--- config.mk ---
export PLATFORM = sky130hd
export DESIGN_NAME = vex_rdc_unit
export DESIGN_NICKNAME = d
export VERILOG_FILES = /design/src/rtl/vex_rdc_unit.sv
export SDC_FILE = /design/constraint.sdc
export NUM_CORES = 2
export LEC_CHECK = 0
export CORE_MARGIN = 2
export CORE_UTILIZATION = 40
export CTS_CLUSTER_SIZE = 28
export DETAILED_ROUTE_END_ITERATION = 10
export PLACE_DENSITY_LB_ADDON = 0.15
export SYNTH_ARGS = -nofsm -noshare
export SYNTH_HDL_FRONTEND = slang
export SYNTH_SLANG_ARGS = --single-unit
--- constraint.sdc ---
create_clock -name clk -period 21.1 [get_ports clk]
set_clock_uncertainty 0.15 [all_clocks]
set_input_delay 4.22 -clock clk [delete_from_list [all_inputs] [get_ports clk]]
set_output_delay 4.22 -clock clk [all_outputs]
set_load 0.005 [all_outputs]
--- src/rtl/vex_rdc_unit.sv ---
// vex_rdc_unit: pipelined log2(VECTOR_LANES)-level reduction tree with a
// head/end-controlled accumulator, a registered scalar output and full
// valid/ready backpressure.
module vex_rdc_unit #(
    parameter int VECTOR_LANES       = 8,
    parameter int DATA_WIDTH         = 32,
    parameter int VECTOR_REGISTERS   = 32,
    parameter int VECTOR_TICKET_BITS = 5
) (
    input  logic                                   clk,
    input  logic                                   rst_n,
    input  logic                                   valid_i,
    output logic                                   ready_o,
    input  logic [VECTOR_LANES-1:0][DATA_WIDTH-1:0] data_i,
    input  logic [VECTOR_LANES-1:0]                mask_i,
    input  logic [2:0]                             op_i,
    input  logic [DATA_WIDTH-1:0]                  seed_i,
    input  logic [$clog2(VECTOR_REGISTERS)-1:0]    dst_i,
    input  logic [VECTOR_TICKET_BITS-1:0]          ticket_i,
    input  logic                                   head_uop_i,
    input  logic                                   end_uop_i,
    output logic                                   valid_o,
    input  logic                                   ready_i,
    output logic [DATA_WIDTH-1:0]                  result_o,
    output logic [$clog2(VECTOR_REGISTERS)-1:0]    dst_o,
    output logic [VECTOR_TICKET_BITS-1:0]          ticket_o,
    output logic                                   idle_o
);
    localparam int L     = $clog2(VECTOR_LANES);
    localparam int DST_W = $clog2(VECTOR_REGISTERS);

    // Identity element substituted for masked-off lanes.
    function automatic logic [DATA_WIDTH-1:0] rdc_identity(input logic [2:0] op);
        case (op)
            3'd1, 3'd4: rdc_identity = {DATA_WIDTH{1'b1}};
            3'd5:       rdc_identity = {1'b0, {(DATA_WIDTH-1){1'b1}}};
            3'd7:       rdc_identity = {1'b1, {(DATA_WIDTH-1){1'b0}}};
            default:    rdc_identity = '0;
        endcase
    endfunction

    // Binary reduction operator shared by the tree and the accumulator.
    function automatic logic [DATA_WIDTH-1:0] rdc_combine(input logic [2:0] op,
                                                          input logic [DATA_WIDTH-1:0] a,
                                                          input logic [DATA_WIDTH-1:0] b);
        case (op)
            3'd0:    rdc_combine = a + b;
            3'd1:    rdc_combine = a & b;
            3'd2:    rdc_combine = a | b;
            3'd3:    rdc_combine = a ^ b;
            3'd4:    rdc_combine = (a < b) ? a : b;
            3'd5:    rdc_combine = ($signed(a) < $signed(b)) ? a : b;
            3'd6:    rdc_combine = (a > b) ? a : b;
            default: rdc_combine = ($signed(a) > $signed(b)) ? a : b;
        endcase
    endfunction

    logic                  stall;
    logic                  transfer;
    logic                  valid_reg;
    logic                  open_reg;
    logic [DATA_WIDTH-1:0] acc_reg;
    logic [DATA_WIDTH-1:0] acc_base;
    logic [DATA_WIDTH-1:0] acc_next;
    logic [DATA_WIDTH-1:0] tree_out;
    logic [DATA_WIDTH-1:0] masked [VECTOR_LANES];

    // Per-level sideband: one entry per tree level.
    logic [L-1:0]                  vld_reg;
    logic [L-1:0]                  head_reg;
    logic [L-1:0]                  end_reg;
    logic [2:0]                    op_reg     [L];
    logic [DATA_WIDTH-1:0]         seed_reg   [L];
    logic [DST_W-1:0]              dst_reg    [L];
    logic [VECTOR_TICKET_BITS-1:0] ticket_reg [L];

    assign stall    = valid_reg & ~ready_i;
    assign ready_o  = ~stall;
    assign transfer = valid_i & ready_o;
    assign valid_o  = valid_reg;
    assign idle_o   = ~valid_reg & ~open_reg & ~(|vld_reg);

    genvar gi;
    generate
        for (gi = 0; gi < VECTOR_LANES; gi++) begin : g_mask
            assign masked[gi] = mask_i[gi] ? data_i[gi] : rdc_identity(op_i);
        end

        for (gi = 0; gi < L; gi++) begin : g_lvl
            localparam int N = VECTOR_LANES >> (gi + 1);
            logic [DATA_WIDTH-1:0] src [2*N];
            logic [DATA_WIDTH-1:0] data_reg [N];
            logic [2:0]            src_op;
            if (gi == 0) begin : g_first
                assign src    = masked;
                assign src_op = op_i;
            end else begin : g_next
                assign src    = g_lvl[gi-1].data_reg;
                assign src_op = op_reg[gi-1];
            end
            // Pairwise combine of the previous level, frozen on stall.
            always_ff @(posedge clk) begin
                if (!stall) begin
                    for (int j = 0; j < N; j++) begin
                        data_reg[j] <= rdc_combine(src_op, src[2*j], src[2*j+1]);
                    end
                end
            end
            if (gi == L - 1) begin : g_last
                assign tree_out = data_reg[0];
            end
        end
    endgenerate

    // Sideband pipeline: valid/op/dst/ticket/flags shift one level per cycle.
    always_ff @(posedge clk or negedge rst_n) begin
        if (!rst_n) begin
            vld_reg  <= '0;
            head_reg <= '0;
            end_reg  <= '0;
            for (int k = 0; k < L; k++) begin
                op_reg[k]     <= '0;
                dst_reg[k]    <= '0;
                ticket_reg[k] <= '0;
            end
        end else if (!stall) begin
            vld_reg[0]    <= transfer;
            head_reg[0]   <= head_uop_i;
            end_reg[0]    <= end_uop_i;
            op_reg[0]     <= op_i;
            dst_reg[0]    <= dst_i;
            ticket_reg[0] <= ticket_i;
            for (int k = 1; k < L; k++) begin
                vld_reg[k]    <= vld_reg[k-1];
                head_reg[k]   <= head_reg[k-1];
                end_reg[k]    <= end_reg[k-1];
                op_reg[k]     <= op_reg[k-1];
                dst_reg[k]    <= dst_reg[k-1];
                ticket_reg[k] <= ticket_reg[k-1];
            end
        end
    end

    // Seed travels with its micro-op; it is data so it carries no reset.
    always_ff @(posedge clk) begin
        if (!stall) begin
            seed_reg[0] <= seed_i;
            for (int k = 1; k < L; k++) begin
                seed_reg[k] <= seed_reg[k-1];
            end
        end
    end

    // A head, or any micro-op with no reduction open, restarts from the seed.
    assign acc_base = (head_reg[L-1] | ~open_reg) ? seed_reg[L-1] : acc_reg;
    assign acc_next = rdc_combine(op_reg[L-1], acc_base, tree_out);

    // Running accumulator for multi-micro-op reductions.
    always_ff @(posedge clk) begin
        if (!stall && vld_reg[L-1]) begin
            acc_reg <= acc_next;
        end
    end

    // Open flag and output register; an end micro-op publishes the result.
    always_ff @(posedge clk or negedge rst_n) begin
        if (!rst_n) begin
            open_reg  <= 1'b0;
            valid_reg <= 1'b0;
            result_o  <= '0;
            dst_o     <= '0;
            ticket_o  <= '0;
        end else if (!stall) begin
            valid_reg <= vld_reg[L-1] & end_reg[L-1];
            if (vld_reg[L-1]) begin
                if (end_reg[L-1]) begin
                    open_reg <= 1'b0;
                    result_o <= acc_next;
                    dst_o    <= dst_reg[L-1];
                    ticket_o <= ticket_reg[L-1];
                end else begin
                    open_reg <= 1'b1;
                end
            end
        end
    end
endmodule
Word level (Yosys, flattened, before mapping). Memory sizes are Yosys's and may differ from the RTL's. Index checks and enable logic that the tools add are counted.

Bits in registers: 316. Bits in latches: 0. RAM bits: 128. ROM bits: 0. Output and inout bits: 45. Memories: 2.

$add $sub $neg: 8. Multipliers: 0. Div/mod/pow operators: 0. Magnitude comparators: 32. Equality and inequality tests: 25. Shift operators: 0. Multiplexer cells: 53. Bitwise gates (word level): 35. Reduce and logical (&&, ||, !) cells: 10.

Memories: seed_reg (depth 3, bits a word 32, rd ports 3, clocked after Yosys merged registers in 0, wr ports 3, line 73) `logic [DATA_WIDTH-1:0] seed_reg [L];`; g_lvl[2].data_reg (depth 1, bits a word 32, rd ports 1, clocked after Yosys merged registers in 0, wr ports 1, line 92) `logic [DATA_WIDTH-1:0] data_reg [N];`.

Operators with widths (count): $pmux 32 s7 (8); $mux 32 (42); $gt 32x32->1 (16); $lt 32x32->1 (16); $add 32x32->32 (8); $and 32x32->32 (8); $or 32x32->32 (8); $xor 32x32->32 (8); $pmux 32 s3 (1); $eq 3x3->1 const B (13); $eq 3x2->1 const B (8); $eq 3x1->1 const B (4); $logic_not 3->1 (4); $and 1x1->1 (5); $not 1->1 (5); $reduce_and 3->1 (1); $reduce_or 3->1 (1); $mux 1 (2); $reduce_and 2->1 (1); $reduce_or 2->1 (1); $logic_and 1x1->1 (1); $logic_not 1->1 (1); $or 1x1->1 (1).

Logic depth before layout (Yosys ltp).
Depth in word-level cells: 7. Mapped depth: 24. Depth with buffers taken out: 17.

Worst setup path after synthesis. OpenSTA, ideal clock, no wires.

Path type: input port to output port. From: input port ready_i. To: output port ready_o. Data arrival time: 13526 ps. Path slack: 3204 ps. Stages on the path: 3. Cells stage by stage: nand2b_1 buf_1 clkbuf_1.

Longest elaborated chain between the ends: 3.

RTL lines: start: declaration (line 23) `input logic ready_i,`; $not 1->1 (line 77) `assign stall = valid_reg & ~ready_i;`; $and 1x1->1 (line 77); $not 1->1 (no line); end: declaration (line 13) `output logic ready_o,`.

No other way between the ends.

Final worst setup path.
From: input port op_i[2]. To: register g_lvl[0].data_reg[29] in the netlist's numbering, data pin.

Longest elaborated chain between the ends: 7. Elaborated cells on any way between the ends: 25.

RTL lines: start: declaration (line 16) `input logic [2:0] op_i,`; $eq 3x3->1 or $eq 3x1->1 (tied branches) (line 34, 46); $reduce_or 2->1 (line 34) `case (op)`; $pmux 32 s3 (line 34); $mux 32 (line 86) `assign masked[gi] = mask_i[gi] ? data_i[gi] : rdc_identity(op_i);`; $gt 32x32->1 (tied with other cells) (line 54) `default: rdc_combine = ($signed(a) > $signed(b)) ? a : b;`; $mux 32 (on tied branches); $pmux 32 s7 (*) (line 46) `case (op)`; end signal: indexed assignment (line 105) `data_reg[j] <= rdc_combine(src_op, src[2*j], src[2*j+1]);`; end: declaration (line 92).

Every way passes the cells marked *; elsewhere a longest branch is shown, timed or not. A chain may end at the register's enable or synchronous reset.

==> impl_results.md <==
- Status: complete, no violations
- Crit-path max FO: 90
- PortBufs: about 360
- Share of layout cells above drive strength 1: 0.0612
- Row count: 137
- Post-Syn Area: 0.0565 sq mm
- Clock Power Share: 0.117
- Crit path required time: ~21000 ps
- Die Width: 380 um
- GRT Overall Usage: 0.306
- Post-Syn Nets: 8158
- Final count of hold timing violations: 0
- Sink Count: between 400 and 500
- Initial antenna violation count: 5
- Psw: 4.41 mW
- Number of max-cap violations: 0
- Switching Fraction: 0.515
- Post-synth EDFFs: approximately 350
- Die height: 380 um
- HP Class: flop to flop
- Crit Path Class: primary input to flop
- Period minus WS final: 10760 ps
- WL per Instance: about 26 um
- Slew @ Worst Pin: approximately 1200 ps
- CTS root buffer: clkbuf_16
- Yosys top cell area share: 0.187
- Worst setup SP type: primary input
- Power Dens Cells: 135 mW/mm^2
- Slew Limit Headroom: 0.217
- Setup Viol. Count Final: 0
- RSZ-0062 raised after global routing: no
- Worst R2R Setup Slack: about 15000 ps
- Comb power frac: 0.661
- Gr ovfl total: 0
- Fmax: 92.9 MHz
- TNS Setup: 0 ps
- CTS tree: done
- R2R cell count: 11
- Worst vdd ir: 0.0000802 V
- Clock slew at reported path FFs: around 70 ps
- Largest net degree at the start of global routing: 160
- Filler cells: 14000
- Vias in the first global route: 53100
- H-Tree Depth: 2
- GPL Wtd Cong: 0.997
- Crit end category: flop
- Reg area: between 0.01 and 0.015 sq mm
- Io pins: 360
- HPWL after detailed placement: 168000 um
- Drt initial violations: roughly 6500
- Area grow syn2layout: 12.1%
- Synth Warn #: 0
- Cell count after synthesis: 7065
- P_int: 4.16 mW
- Synth Register Bits: between 400 and 500
- RR Endpoint: g_lvl[1].data_reg[29]
- Max-slew violations: 0
- R2r startpoint: g_lvl[0].data_reg[19]
- Crit path DAT: 11050 ps
- Ys async rst share: 0.207
- Multi-input logic area: slightly below 0.04 sq mm
- Die ar.: between 0.1 and 0.15 sq mm
- Most area-consuming cells after synthesis: edfxtp_1 (19%), ha_1 (17%), a21oi_1 (6.1%)
- Via count: between 50000 and 60000
- Hold_ws: 261 ps
- Worst hold path startpoint: seed_reg[0][45]
- Post-CTS sizing: 0
- CTS max path bufs: 3
- Max reg flops: approximately 220
- Synth cell types: around 110
- Sequential area share after synthesis: 0.228
- Reg power frac: 0.222
- First-pass GRT wire length: approximately 340000 um
- Worst hold endpoint: seed_reg[0][77]
- Antenna Nets Post-Route: 0
- Static leakage: 28.1 nW
- Largest area contributor in the synthesized netlist: edfxtp_1
- DR DRC count: 0
- Core ar.: between 0.1 and 0.15 sq mm
- Hold Crit Depth: 0
- Layout net count: 8209
- TritonCTS buffer count: 55
- Critical Path Start: op_i[2]
- Initial Util: 0.404
- Tcrit/Tclk final: 0.510
- Avg Cell Area, Syn: 7.99 sq um
- Power Total: around 8.6 mW
- Routed Wire Length: 231000 um
- Initial DRT Pass Iterations: 6
- Later-pin clock latency in the skew report: roughly 700 ps
- Hold-fix buffers, CTS: 0
- Post-CTS Setup Inserts: 0
- DR vias/cell: 6.26
- Top_reg_cell synth: edfxtp_1
==> area by class of cell <==
class / instances / share of cell area
multi-input cells: 5463 / 0.620
flip-flops and latches: 444 / 0.204
repair buffers: 456 / 0.0686
inverters: 696 / 0.0413
well taps: 1876 / 0.0371
clock buffers: 68 / 0.0232
clock inverters: 34 / 0.00615
diodes: 1 / 0.0000396
==> cells in the mapped netlist, drive strengths merged (19+ instances only) <==
cell type,count
nand4,38
mux2i,145
ha,770
a31oi,65
a221oi,101
a222oi,19
and2,31
a2bb2oi,19
or3,21
o221ai,83
o22a,24
a211oi,95
nor2b,58
clkbuf,388
and3,51
or2,25
nand3,101
o21a,43
a221o,61
edfxtp,352
a21oi,686
a32oi,25
nor4,53
xor2,41
inv,694
a22oi,79
o21ai,561
xnor2,114
o22ai,86
o21bai,71
nor3,95
a211o,26
nand2,523
dfrtp,92
nor3b,22
o211ai,106
mux2,109
o31ai,46
nor2,513
buf,72
a21o,246
nand2b,59
==> how the worst max path moves through the flow <==
stage	slack (ps)	end
global route	9880	g_lvl[0].data_reg[31]
global placement	9940	g_lvl[0].data_reg[31]
CTS	10480	g_lvl[0].data_reg[29]
finish	10340	g_lvl[0].data_reg[29]
floorplan	3200	ready_o
detailed placement	9750	g_lvl[0].data_reg[29]
==> power by group through the flow <==
stage | combinational (mW) | clock [mW] | sequential (mW)
after floorplan | 3.93 | 0 | 1.71
after global placement | 5.47 | 0 | 1.90
after detailed placement | 5.52 | 0 | 1.91
after CTS | 5.56 | 1.02 | 1.89
after global routing | 6.17 | 1.05 | 1.93
final | 5.67 | 0.999 | 1.90
==> layout by cell type, fill, tap and decap left out, drive strengths merged, types with 38 or more instances in the layout <==
| cell | instances |
|---|---|
| edfxtp | 352 |
| nand2b | 59 |
| nor4 | 53 |
| xnor2 | 114 |
| nor3 | 95 |
| o221ai | 83 |
| a211oi | 95 |
| a21o | 246 |
| nand2 | 523 |
| inv | 697 |
| o21ai | 561 |
| nor2b | 58 |
| dfrtp | 92 |
| o21bai | 71 |
| mux2i | 145 |
| ha | 770 |
| buf | 102 |
| nand3 | 101 |
| o21a | 43 |
| and3 | 51 |
| clkbuf | 68 |
| nor2 | 513 |
| o31ai | 46 |
| o22ai | 86 |
| nand4 | 38 |
| clkdlybuf4s50 | 354 |
| a22oi | 79 |
| a31oi | 65 |
| a221oi | 101 |
| a221o | 61 |
| mux2 | 109 |
| a21oi | 686 |
| xor2 | 41 |
| o211ai | 106 |
==> critical path, cell delays in order <==
cell and delay, ps:
buf_6 530, or2_2 420, nand2b_1 420, nor2_2 740
buf_4 410, a21o_1 250, ha_1 340, nor4_1 550
and4_1 290, nand2_1 90, nor2_1 160, o31a_1 510
o41ai_2 150, buf_4 330, nor2b_4 470, buf_4 530
mux2i_1 150, o22ai_1 170, nand3_1 110
==> per-layer routing <==
metal / track usage / part of all wire
met2: 0.479 / 0.44
met3: 0.0372 / 0.080
met5: 0 / 0.00026
met1: 0.423 / 0.43
met4: 0.133 / 0.049
==> stage by stage <==
stage	instance area [sq um]	std cells	util	worst slack, ps
final	63300	9038	0.452	10340
after CTS	63300	9037	0.452	10480
after floorplan	56500	7065	-	3200
after detailed placement	61400	8935	0.439	9750
after global placement	61400	8935	0.439	9940
after global routing	63300	9038	0.452	9880
==> cell families (layout without fill, tap and decap cells) <==
| kind of cell | Yosys count | count (layout) | share of synthesized area |
|---|---|---|---|
| adder cells (fa/ha/maj) | 778 | 778 | 0.174 |
| XOR/XNOR | 155 | 155 | 0.0240 |
| multiplexers | 268 | 268 | 0.0533 |
| flip-flops | 444 | 444 | 0.228 |
| AO/OA/AOI/OAI | 2613 | 2613 | 0.305 |
| buffers and inverters | 1158 | 1254 | 0.0791 |
| AND/OR/NAND/NOR | 1649 | 1649 | 0.137 |
| other | 0 | 1 | 0 |
(Power assumes the default switching activity.)
